`src/rtl/baser_pkg.sv`:
```
// Shared constants for the BASE-R 256b/257b transmit path.
package baser_pkg;

    localparam int DATA_WIDTH = 64;
    localparam int TC_WIDTH   = 4 * DATA_WIDTH + 1;

    localparam logic [1:0] SH_DATA = 2'b01;
    localparam logic [1:0] SH_CTRL = 2'b10;

    localparam logic [7:0]            BT_ERROR  = 8'h1E;
    localparam logic [DATA_WIDTH-1:0] BLK_ERROR = {{8{7'h1E}}, BT_ERROR};

endpackage

```
`src/rtl/baser_257b_transcoder_if.sv`:
```
// Block-in / transcoded-out handshake bundle for the 257b transcoder.
interface baser_257b_transcoder_if;

    logic                              i_valid;
    logic                              o_ready;
    logic [baser_pkg::DATA_WIDTH-1:0]  i_data;
    logic [1:0]                        i_sh;
    logic                              o_valid;
    logic                              i_ready;
    logic [baser_pkg::TC_WIDTH-1:0]    o_tx_coded;

    modport slave (
        input  i_valid, i_data, i_sh, i_ready,
        output o_ready, o_valid, o_tx_coded
    );

    modport master (
        output i_valid, i_data, i_sh, i_ready,
        input  o_ready, o_valid, o_tx_coded
    );

endinterface

```
`src/rtl/baser_257b_pack.sv`:
```
// Combinational packer: four 64b payloads plus data flags into one 257b word.
module baser_257b_pack
    import baser_pkg::*;
(
    input  logic [3:0][DATA_WIDTH-1:0] blk_i,
    input  logic [3:0]                 is_data_i,
    output logic [TC_WIDTH-1:0]        tc_o
);

    // The first control block drops its low type nibble to make room for the flags.
    always_comb begin
        tc_o = '0;
        if (&is_data_i) begin
            tc_o = {blk_i, 1'b1};
        end else if (!is_data_i[0]) begin
            tc_o = {blk_i[3], blk_i[2], blk_i[1],
                    blk_i[0][DATA_WIDTH-1:8], blk_i[0][7:4], is_data_i, 1'b0};
        end else if (!is_data_i[1]) begin
            tc_o = {blk_i[3], blk_i[2],
                    blk_i[1][DATA_WIDTH-1:8], blk_i[1][7:4], blk_i[0], is_data_i, 1'b0};
        end else if (!is_data_i[2]) begin
            tc_o = {blk_i[3],
                    blk_i[2][DATA_WIDTH-1:8], blk_i[2][7:4], blk_i[1], blk_i[0], is_data_i, 1'b0};
        end else begin
            tc_o = {blk_i[3][DATA_WIDTH-1:8], blk_i[3][7:4],
                    blk_i[2], blk_i[1], blk_i[0], is_data_i, 1'b0};
        end
    end

endmodule

```
`src/rtl/baser_257b_transcoder.sv`:
```
// Gathers four 66b blocks and emits one registered 257b transcoded block,
// with valid/ready on both sides and running block/error counters.
module baser_257b_transcoder
    import baser_pkg::*;
(
    input  logic                   clk,
    input  logic                   i_rst,
    baser_257b_transcoder_if.slave bus,
    output int                     o_block_count,
    output int                     o_data_count,
    output int                     o_ctrl_count,
    output int                     o_err_count
);

    logic [1:0]                  cnt_q;
    logic [2:0][DATA_WIDTH-1:0]  buf_q;
    logic [2:0]                  flag_q;
    logic                        valid_q;
    logic [TC_WIDTH-1:0]         tc_q;
    logic [TC_WIDTH-1:0]         tc_d;
    int                          blk_cnt_q, data_cnt_q, ctrl_cnt_q, err_cnt_q;

    logic                        sh_bad, in_data, accept, last, drain;
    logic [DATA_WIDTH-1:0]       blk_in;

    always_comb begin
        sh_bad  = (bus.i_sh != SH_DATA) && (bus.i_sh != SH_CTRL);
        in_data = (bus.i_sh == SH_DATA);
        blk_in  = sh_bad ? BLK_ERROR : bus.i_data;
    end

    // Only the 4th block of a group needs the output slot, so stall only then.
    assign bus.o_ready = (cnt_q != 2'd3) || !valid_q || bus.i_ready;
    assign accept      = bus.i_valid && bus.o_ready;
    assign last        = accept && (cnt_q == 2'd3);
    assign drain       = valid_q && bus.i_ready;

    baser_257b_pack u_pack (
        .blk_i     ({blk_in, buf_q}),
        .is_data_i ({in_data, flag_q}),
        .tc_o      (tc_d)
    );

    always_ff @(posedge clk) begin
        if (i_rst) begin
            cnt_q      <= '0;
            buf_q      <= '0;
            flag_q     <= '0;
            valid_q    <= 1'b0;
            tc_q       <= '0;
            blk_cnt_q  <= 0;
            data_cnt_q <= 0;
            ctrl_cnt_q <= 0;
            err_cnt_q  <= 0;
        end else begin
            if (drain) begin
                valid_q <= 1'b0;
                tc_q    <= '0;
            end
            if (accept) begin
                if (last) begin
                    valid_q <= 1'b1;
                    tc_q    <= tc_d;
                    cnt_q   <= '0;
                end else begin
                    buf_q[cnt_q]  <= blk_in;
                    flag_q[cnt_q] <= in_data;
                    cnt_q         <= cnt_q + 2'd1;
                end
                if (sh_bad) begin
                    err_cnt_q <= err_cnt_q + 1;
                end
            end
            if (drain) begin
                blk_cnt_q <= blk_cnt_q + 1;
                if (tc_q[0]) begin
                    data_cnt_q <= data_cnt_q + 1;
                end else begin
                    ctrl_cnt_q <= ctrl_cnt_q + 1;
                end
            end
        end
    end

    assign bus.o_valid    = valid_q;
    assign bus.o_tx_coded = tc_q;
    assign o_block_count  = blk_cnt_q;
    assign o_data_count   = data_cnt_q;
    assign o_ctrl_count   = ctrl_cnt_q;
    assign o_err_count    = err_cnt_q;

endmodule

```
`src/flat_wrapper.sv`:
```
// flat-port wrapper written by rule: the top's interface ports become plain ports
module baser_257b_transcoder_flat import baser_pkg::*;
  (clk, i_rst, o_block_count, o_data_count, o_ctrl_count, o_err_count, bus_i_valid, bus_i_data, bus_i_sh, bus_i_ready, bus_o_ready, bus_o_valid, bus_o_tx_coded);
  baser_257b_transcoder_if bus_i ();
  input  logic clk;
  input  logic i_rst;
  output int o_block_count;
  output int o_data_count;
  output int o_ctrl_count;
  output int o_err_count;
  input wire logic [$bits(bus_i.i_valid)-1:0] bus_i_valid;
  input wire logic [$bits(bus_i.i_data)-1:0] bus_i_data;
  input wire logic [$bits(bus_i.i_sh)-1:0] bus_i_sh;
  input wire logic [$bits(bus_i.i_ready)-1:0] bus_i_ready;
  output wire logic [$bits(bus_i.o_ready)-1:0] bus_o_ready;
  output wire logic [$bits(bus_i.o_valid)-1:0] bus_o_valid;
  output wire logic [$bits(bus_i.o_tx_coded)-1:0] bus_o_tx_coded;
  assign bus_i.i_valid = bus_i_valid;
  assign bus_i.i_data = bus_i_data;
  assign bus_i.i_sh = bus_i_sh;
  assign bus_i.i_ready = bus_i_ready;
  assign bus_o_ready = bus_i.o_ready;
  assign bus_o_valid = bus_i.o_valid;
  assign bus_o_tx_coded = bus_i.o_tx_coded;
  baser_257b_transcoder u_core (.clk(clk), .i_rst(i_rst), .bus(bus_i), .o_block_count(o_block_count), .o_data_count(o_data_count), .o_ctrl_count(o_ctrl_count), .o_err_count(o_err_count));
endmodule
```
`config.mk`:
```
export PLATFORM = sky130hd
export DESIGN_NAME = baser_257b_transcoder_flat
export DESIGN_NICKNAME = d
export VERILOG_FILES = /design/src/rtl/baser_pkg.sv /design/src/rtl/baser_257b_transcoder_if.sv /design/src/rtl/baser_257b_pack.sv /design/src/rtl/baser_257b_transcoder.sv /design/src/flat_wrapper.sv
export SDC_FILE = /design/constraint.sdc
export NUM_CORES = 1
export LEC_CHECK = 0
export ABC_AREA = 1
export CORE_ASPECT_RATIO = 1.4
export CORE_MARGIN = 2
export CORE_UTILIZATION = 48
export CTS_CLUSTER_SIZE = 28
export DETAILED_ROUTE_END_ITERATION = 10
export PLACE_DENSITY = 0.76
export SYNTH_ARGS = -nofsm -noshare
export SYNTH_HDL_FRONTEND = slang
export SYNTH_SLANG_ARGS = --single-unit
```
`constraint.sdc`:
```
create_clock -name clk -period 1.5 [get_ports clk]
set_input_delay 0.15 -clock clk [delete_from_list [all_inputs] [get_ports clk]]
set_output_delay 0.15 -clock clk [all_outputs]
set_load 0.05 [all_outputs]
```
### Yosys cells after proc, flatten, opt, wreduce, memory -nomap -nowiden

Index checks and enable logic that the tools add are counted.

| cells by class | value |
|---|---|
| mux-type cells | 18 |
| eq/ne operators | 5 |
| divide/modulo/power cells | 0 |
| reductions and logical operators | 13 |
| add/subtract/negate cells | 5 |
| order comparisons | 2 |
| bitwise operators | 2 |
| multipliers | 0 |
| shift-type cells | 0 |

Operators by type and width:

| operator | number |
|---|---|
| 197-bit two-way mux | 4 |
| 257-bit two-way mux | 3 |
| 192-bit bitwise mux | 1 |
| 32-bit by 2-bit adder with 32-bit output, second input constant | 4 |
| 64-bit demux with 2-bit select | 1 |
| 64-bit two-way mux | 2 |
| 2-bit AND reduction | 4 |
| 1-bit logical AND | 5 |
| 1-bit two-way mux | 4 |
| 2-bit inequality test, second input constant | 2 |
| 4-bit AND reduction | 1 |
| 3-bit bitwise mux | 1 |
| 2-bit by 3-bit less-than comparator with 1-bit output, second input constant | 1 |
| 2-bit by 1-bit adder with 2-bit output, second input constant | 1 |
| 1-bit demux with 2-bit select | 1 |
| 2-bit by 1-bit == test with 1-bit output, second input constant | 1 |
| 2-bit == test, second input constant | 1 |
| 2-bit by 1-bit greater-or-equal comparator with 1-bit output, second input constant | 1 |
| 1-bit logical OR | 2 |
| 2-bit two-way mux | 1 |
| 2-bit by 1-bit inequality test with 1-bit output, second input constant | 1 |
| 1-bit inverter | 2 |
| 1-bit logical NOT | 1 |

| storage, ports and cells | value |
|---|---|
| bits in registers | 583 |
| memories kept | 0 |
| bits in read-only memories | 0 |
| latch bits | 0 |
| bits of input ports | 70 |
| bits in writable memories | 0 |

### Depth between registers and ports, before layout

| logic depth | value |
|---|---|
| word-level depth | 9 |
| gate-level depth with buffers | 12 |
| gate-level depth less buffers | 10 |

### Hierarchy

Synthesis repeated with hierarchy kept, for this count alone.

| unflattened totals | value |
|---|---|
| cells, all modules | 4158 |
| area, all modules | 27746.6 sq um |

By module, submodules not included:

| module | times used | area each (sq um) | cells an instance |
|---|---|---|---|
| baser_257b_transcoder | 1 | 23812.8 | 3239 |
| baser_257b_pack | 1 | 3933.8 | 919 |

### Worst setup path after synthesis

Ideal clock, no wire load.

| timing | value |
|---|---|
| path kind | flip-flop to flip-flop |
| start | register u_core.valid_q, in the netlist u_core.bus.o_valid |
| end | register u_core.tc_q[14], in the netlist u_core.bus.o_tx_coded[14] |
| clock period less this slack | 2.126 ns |
| path slack | -0.626 ns |
| arrival time | 2.010 ns |
| cell stages (with the launch flop) | 10 |
| buffers on the path | 2 |
| cells stage by stage | dfxtp_1 > nand3_2 > nand2_4 > inv_2 > nand2_4 > buf_4 > buf_2 > a21oi_1 > o21ai_0 > inv_1 |

| on the way | value |
|---|---|
| word-level cells in the longest chain between the ends | 7 |
| elaborated cells between the ends (all ways) | 9 |
| those cells by class | mux (3); reduce/logical (6) |

Ends and longest elaborated chain:

| element | line | RTL |
|---|---|---|
| from (decl) | baser_257b_transcoder.sv:18 | `logic valid_q;` |
| from (signal assigned) | baser_257b_transcoder.sv:49 | `valid_q <= 1'b0;` |
| from (signal assigned) | baser_257b_transcoder.sv:57 | `valid_q <= 1'b0;` |
| from (signal assigned) | baser_257b_transcoder.sv:62 | `valid_q <= 1'b1;` |
| 1-bit logical NOT * | baser_257b_transcoder.sv:33 | `assign bus.o_ready = (cnt_q != 2'd3) \|\| !valid_q \|\| bus.i_ready;` |
| 1-bit logical OR * (2 in a row) | baser_257b_transcoder.sv:33 |  |
| via bus_o_ready | flat_wrapper.sv:15 | `output wire logic [$bits(bus_i.o_ready)-1:0] bus_o_ready;` |
| 1-bit logical AND * | baser_257b_transcoder.sv:34 | `assign accept = bus.i_valid && bus.o_ready;` |
| 1-bit logical AND | baser_257b_transcoder.sv:35 | `assign last = accept && (cnt_q == 2'd3);` |
| 257-bit two-way mux | baser_257b_transcoder.sv:61 | `if (last) begin` |
| 257-bit two-way mux * | baser_257b_transcoder.sv:60 | `if (accept) begin` |
| to (signal assigned) | baser_257b_transcoder.sv:63 | `tc_q <= tc_d;` |
| to (decl) | baser_257b_transcoder.sv:19 | `logic [TC_WIDTH-1:0] tc_q;` |

Mark *: on every way through the listed nets, which the timed path passes. The rest lies on a longest branch.
A chain may end at the register's enable or synchronous reset.

### Worst setup path in the final report

| timing | value |
|---|---|
| start | register u_core.cnt_q[0] |
| end | register u_core.buf_q[1] in the netlist's numbering |

| on the way | value |
|---|---|
| word-level cells in the longest chain between the ends | 7 |
| elaborated cells between the ends (all ways) | 14 |
| those cells by class | order compare (2); eq/ne (2); mux (3); bitwise (1); reduce/logical (6) |

Ends and longest elaborated chain:

| element | line | RTL |
|---|---|---|
| from (decl) | baser_257b_transcoder.sv:15 | `logic [1:0] cnt_q;` |
| from (signal assigned) | baser_257b_transcoder.sv:68 | `cnt_q <= cnt_q + 2'd1;` |
| branches (longest 7 deep; another with 2-bit by 3-bit less-than comparator with 1-bit output) | -- |  |
| to (signal, indexed assignment) | baser_257b_transcoder.sv:66 | `buf_q[cnt_q] <= blk_in;` |
| to (decl) | baser_257b_transcoder.sv:16 | `logic [2:0][DATA_WIDTH-1:0] buf_q;` |

Parallel ways; which one is timed is not known.

==> results.md <==
* HPWL after DPL at 62,300 microns
* GRT Util Overall at 30.6%
* Total Wirelength at 97,500 microns
* IO buf count at 456
* Commonest cells post-synth: 724 x nand2_1, 583 x dfxtp_1, 568 x inv_1
* Fmax at 0.570 GHz
* Initial DRC count at 1,968
* Compound-cell area share of the yosys netlist at 20.5%
* Multi-input combinational cell area at 12,800 sq um
* Post-synthesis sequential area ratio at 44.1%
* Core ar. at 54,300 sq um
* Slowest-stage cell, CP: dfxtp_4
* RSZ-0062 raised after global routing: yes
* Mapped Nets at 3,945
* Hold Crit Class: input pin to register
* Die area at 57,000 sq um
* Share of cells above drive strength 1 at 27.0%
* Io pins at 457
* First-pass GRT wire length at 139,000 microns
* Post-Synth Simple-Gate Area at 21.8%
* Largest net degree at the start of global routing at 137
* Worst-path fanout max at 13
* Clock-pin slew on the worst setup and hold paths at 70 ps
* Req. time, crit path at 1990 ps
* Final Cycle Share at 117%
* Vias in the first global route at 26,066
* Power Density at 958 nW/um^2
* Routability cong. at 0.921
* Post-synthesis adder-cell area fraction at 0.426%
* Post-synth ARST share at 0%
* Measured slew at the worst slew-check pin at 732 ps
* Initial antenna violation count at 1
* Largest cells by area after synthesis: dfxtp_1 44%, a21oi_1 11%, nand2_1 10%
* DRC at 0
* Clk Latency, worst-skew pair at 630 ps
* Layout net count at 4,548
* Slew margin rel. at 51.2%
* Fill count at 4,471
* Ys Warns at 0
* GR Overflow Total at 0
* CTS tree: built
* Maximum VDD drop at 0.821 mV
* Final Setup Violations at 486
* Failing checks: negative setup slack
* EDFF count, synth at 0
* Initial core utilization at 48.7%
* Top-count cell post-synth: nand2_1
* Largest stage delay on the critical path at 350 ps
* CTS H-tree depth at 2
* Leakage at 16.3 nW
* Kind of critical path: register to register
* Yosys cell types at 38
* Final worst slack at -256 ps
* Post-synthesis xor/xnor area fraction at 0.464%
* Design Power at 35.9 mW
* Drt first pass iters at 7
* Clk sink count at 583
* Synth Area per Inst at 6.84 sq um
* Drt via density at 5.39
* Via Count at 28,208
* Placed cell areas at 32,800 sq um
* Detail Route Antenna Nets at 0
* DIE HEIGHT at 282 microns
* Row count at 101
* Crit path time final at 1760 ps
* Ys flop type: dfxtp_1
* Max_cap viols at 0
* Crit-path cells: ha_4, nand3_4, nand2_4, nor2_4, buf_4, nand2_8, buf_12, o21ai_1, a21oi_1
* P&R area growth vs syn at 41.6%
* Mux contribution to synthesized area at 0%
* Final hold vios at 0
* Cell area after synthesis at 26,400 sq um
* Clock Skew at 24.1 ps
* Horiz. Die Dim at 202 microns
* Post-DR wirelength/cell at 18.6 microns
* WP data arrival at 2250 ps
* Largest family of logic cells by synthesized area: simple AND/OR/NAND/NOR gates
* CP endpoint kind: register
* Synthesized instance count at 3,866
* Max Buffers Root-to-Sink at 3
* Clock buffer count from CTS at 56
* Final slew viol count at 0
* Root buffer cell: clkbuf_16
* Final Util at 68.9%
* Status: complete, but fails checks
* Leading area contributor after synthesis: dfxtp_1
* Reg area at 11,800 sq um
* Post-route cell area at 37,400 sq um
* Flip-flop and latch count after synthesis at 583
* Synth top area share at 44.1%
* Startpoint Class: register
==> what timing repair did <==
item | 4_1_cts | 5_1_grt
setup buffers | 16 | 14
setup endpoints to repair | 494 | 553
resized for setup | 172 | 339
pin swaps | 12 | 47
endpoints found under the hold margin | 29 | 0
cloned | 18 | 29
hold buffers | 1 | 0
==> cells in the final DEF, fill, tap and decap left out, types with 73 or more instances in the layout <==
cell type  netlist  final
clkbuf_16        0     78
o21ai_2          0     82
a21oi_1        558    467
nor2_1         381    364
dfxtp_1        583    496
nand3_1        142    137
a21oi_2          0     86
dfxtp_2          0     73
o21ai_0        393    127
inv_1          568    567
buf_4           28    569
o21ai_1         72    237
nand2_1        724    699
==> cell type report <==
type                       instances  area share, %
antenna                            1        0.00668
clock buffer                      87           4.43
clock inverter                    17          0.525
inverter                         573           5.85
multi-input combinational       2472           34.1
sequential                       583           31.6
tap                              721           2.41
timing repair buffer             780           20.9
timing repair inverter             3          0.204
==> stage by stage <==
step	hold slack (ps)	TNS, ps	cells	setup WS, ps
6_report	102	-54600	5237	-256
5_1_grt	138	-94610	5237	-292
4_1_cts	101	-55480	5198	-197
3_5_place_dp	452	-223880	5059	-596
3_3_place_gp	443	-206250	5059	-541
2_1_floorplan	316	-38050	3866	-124
==> final timing paths <==
kind,start,end,slack (ps),cells after the start
max,u_core.cnt_q[0],u_core.buf_q[1],-260,9
min,i_rst,u_core.bus.o_tx_coded[213],100,3
max reg2reg,u_core.cnt_q[0],u_core.buf_q[1],-260,9
min reg2reg,u_core.o_ctrl_count[0],u_core.o_ctrl_count[0],460,1
==> per-layer routing <==
metal	track usage [%]	wire length (microns)	vias to the layer above
li1	-	-	13539
met1	34.5	35500	13115
met2	53.8	48300	1253
met3	7.49	8490	301
met4	15.4	5250	0
met5	0	0	-
==> power breakdown <==
group          internal [mW]  switching [mW]
logic                   1.81            3.17
clock network           8.15            6.41
registers               16.0           0.325
total                   26.0            9.90
==> state kept, by name, indices dropped and copies added, names as in the netlist <==
| signal | cells |
|---|---|
| u_core.bus.o_tx_coded | 257 |
| u_core.o_err_count | 32 |
| u_core.o_data_count | 32 |
| u_core.o_block_count | 32 |
| u_core.bus.o_valid | 1 |
| u_core.buf_q | 192 |
| u_core.flag_q | 3 |
| u_core.o_ctrl_count | 32 |
| u_core.cnt_q | 2 |
==> critical path, delay by kind of cell (launching register included) <==
kind            cells  cell delay [ps]
compound gates      2              310
buf+inv             2              360
flops               1              350
fa+ha+maj           1              170
simple gates        4              430
==> kinds of logic (layout without fill, tap and decap cells) <==
kind of cell	Yosys count	after routing
and+or+nand+nor	1386	1389
AOI/OAI and AO/OA	1060	1060
buffers and inverters	814	1460
DFF	583	583
xor gates and xnor gates	14	14
adders and majority gates	9	9
other	0	1
No activity file was read; power rests on OpenSTA's default activity.
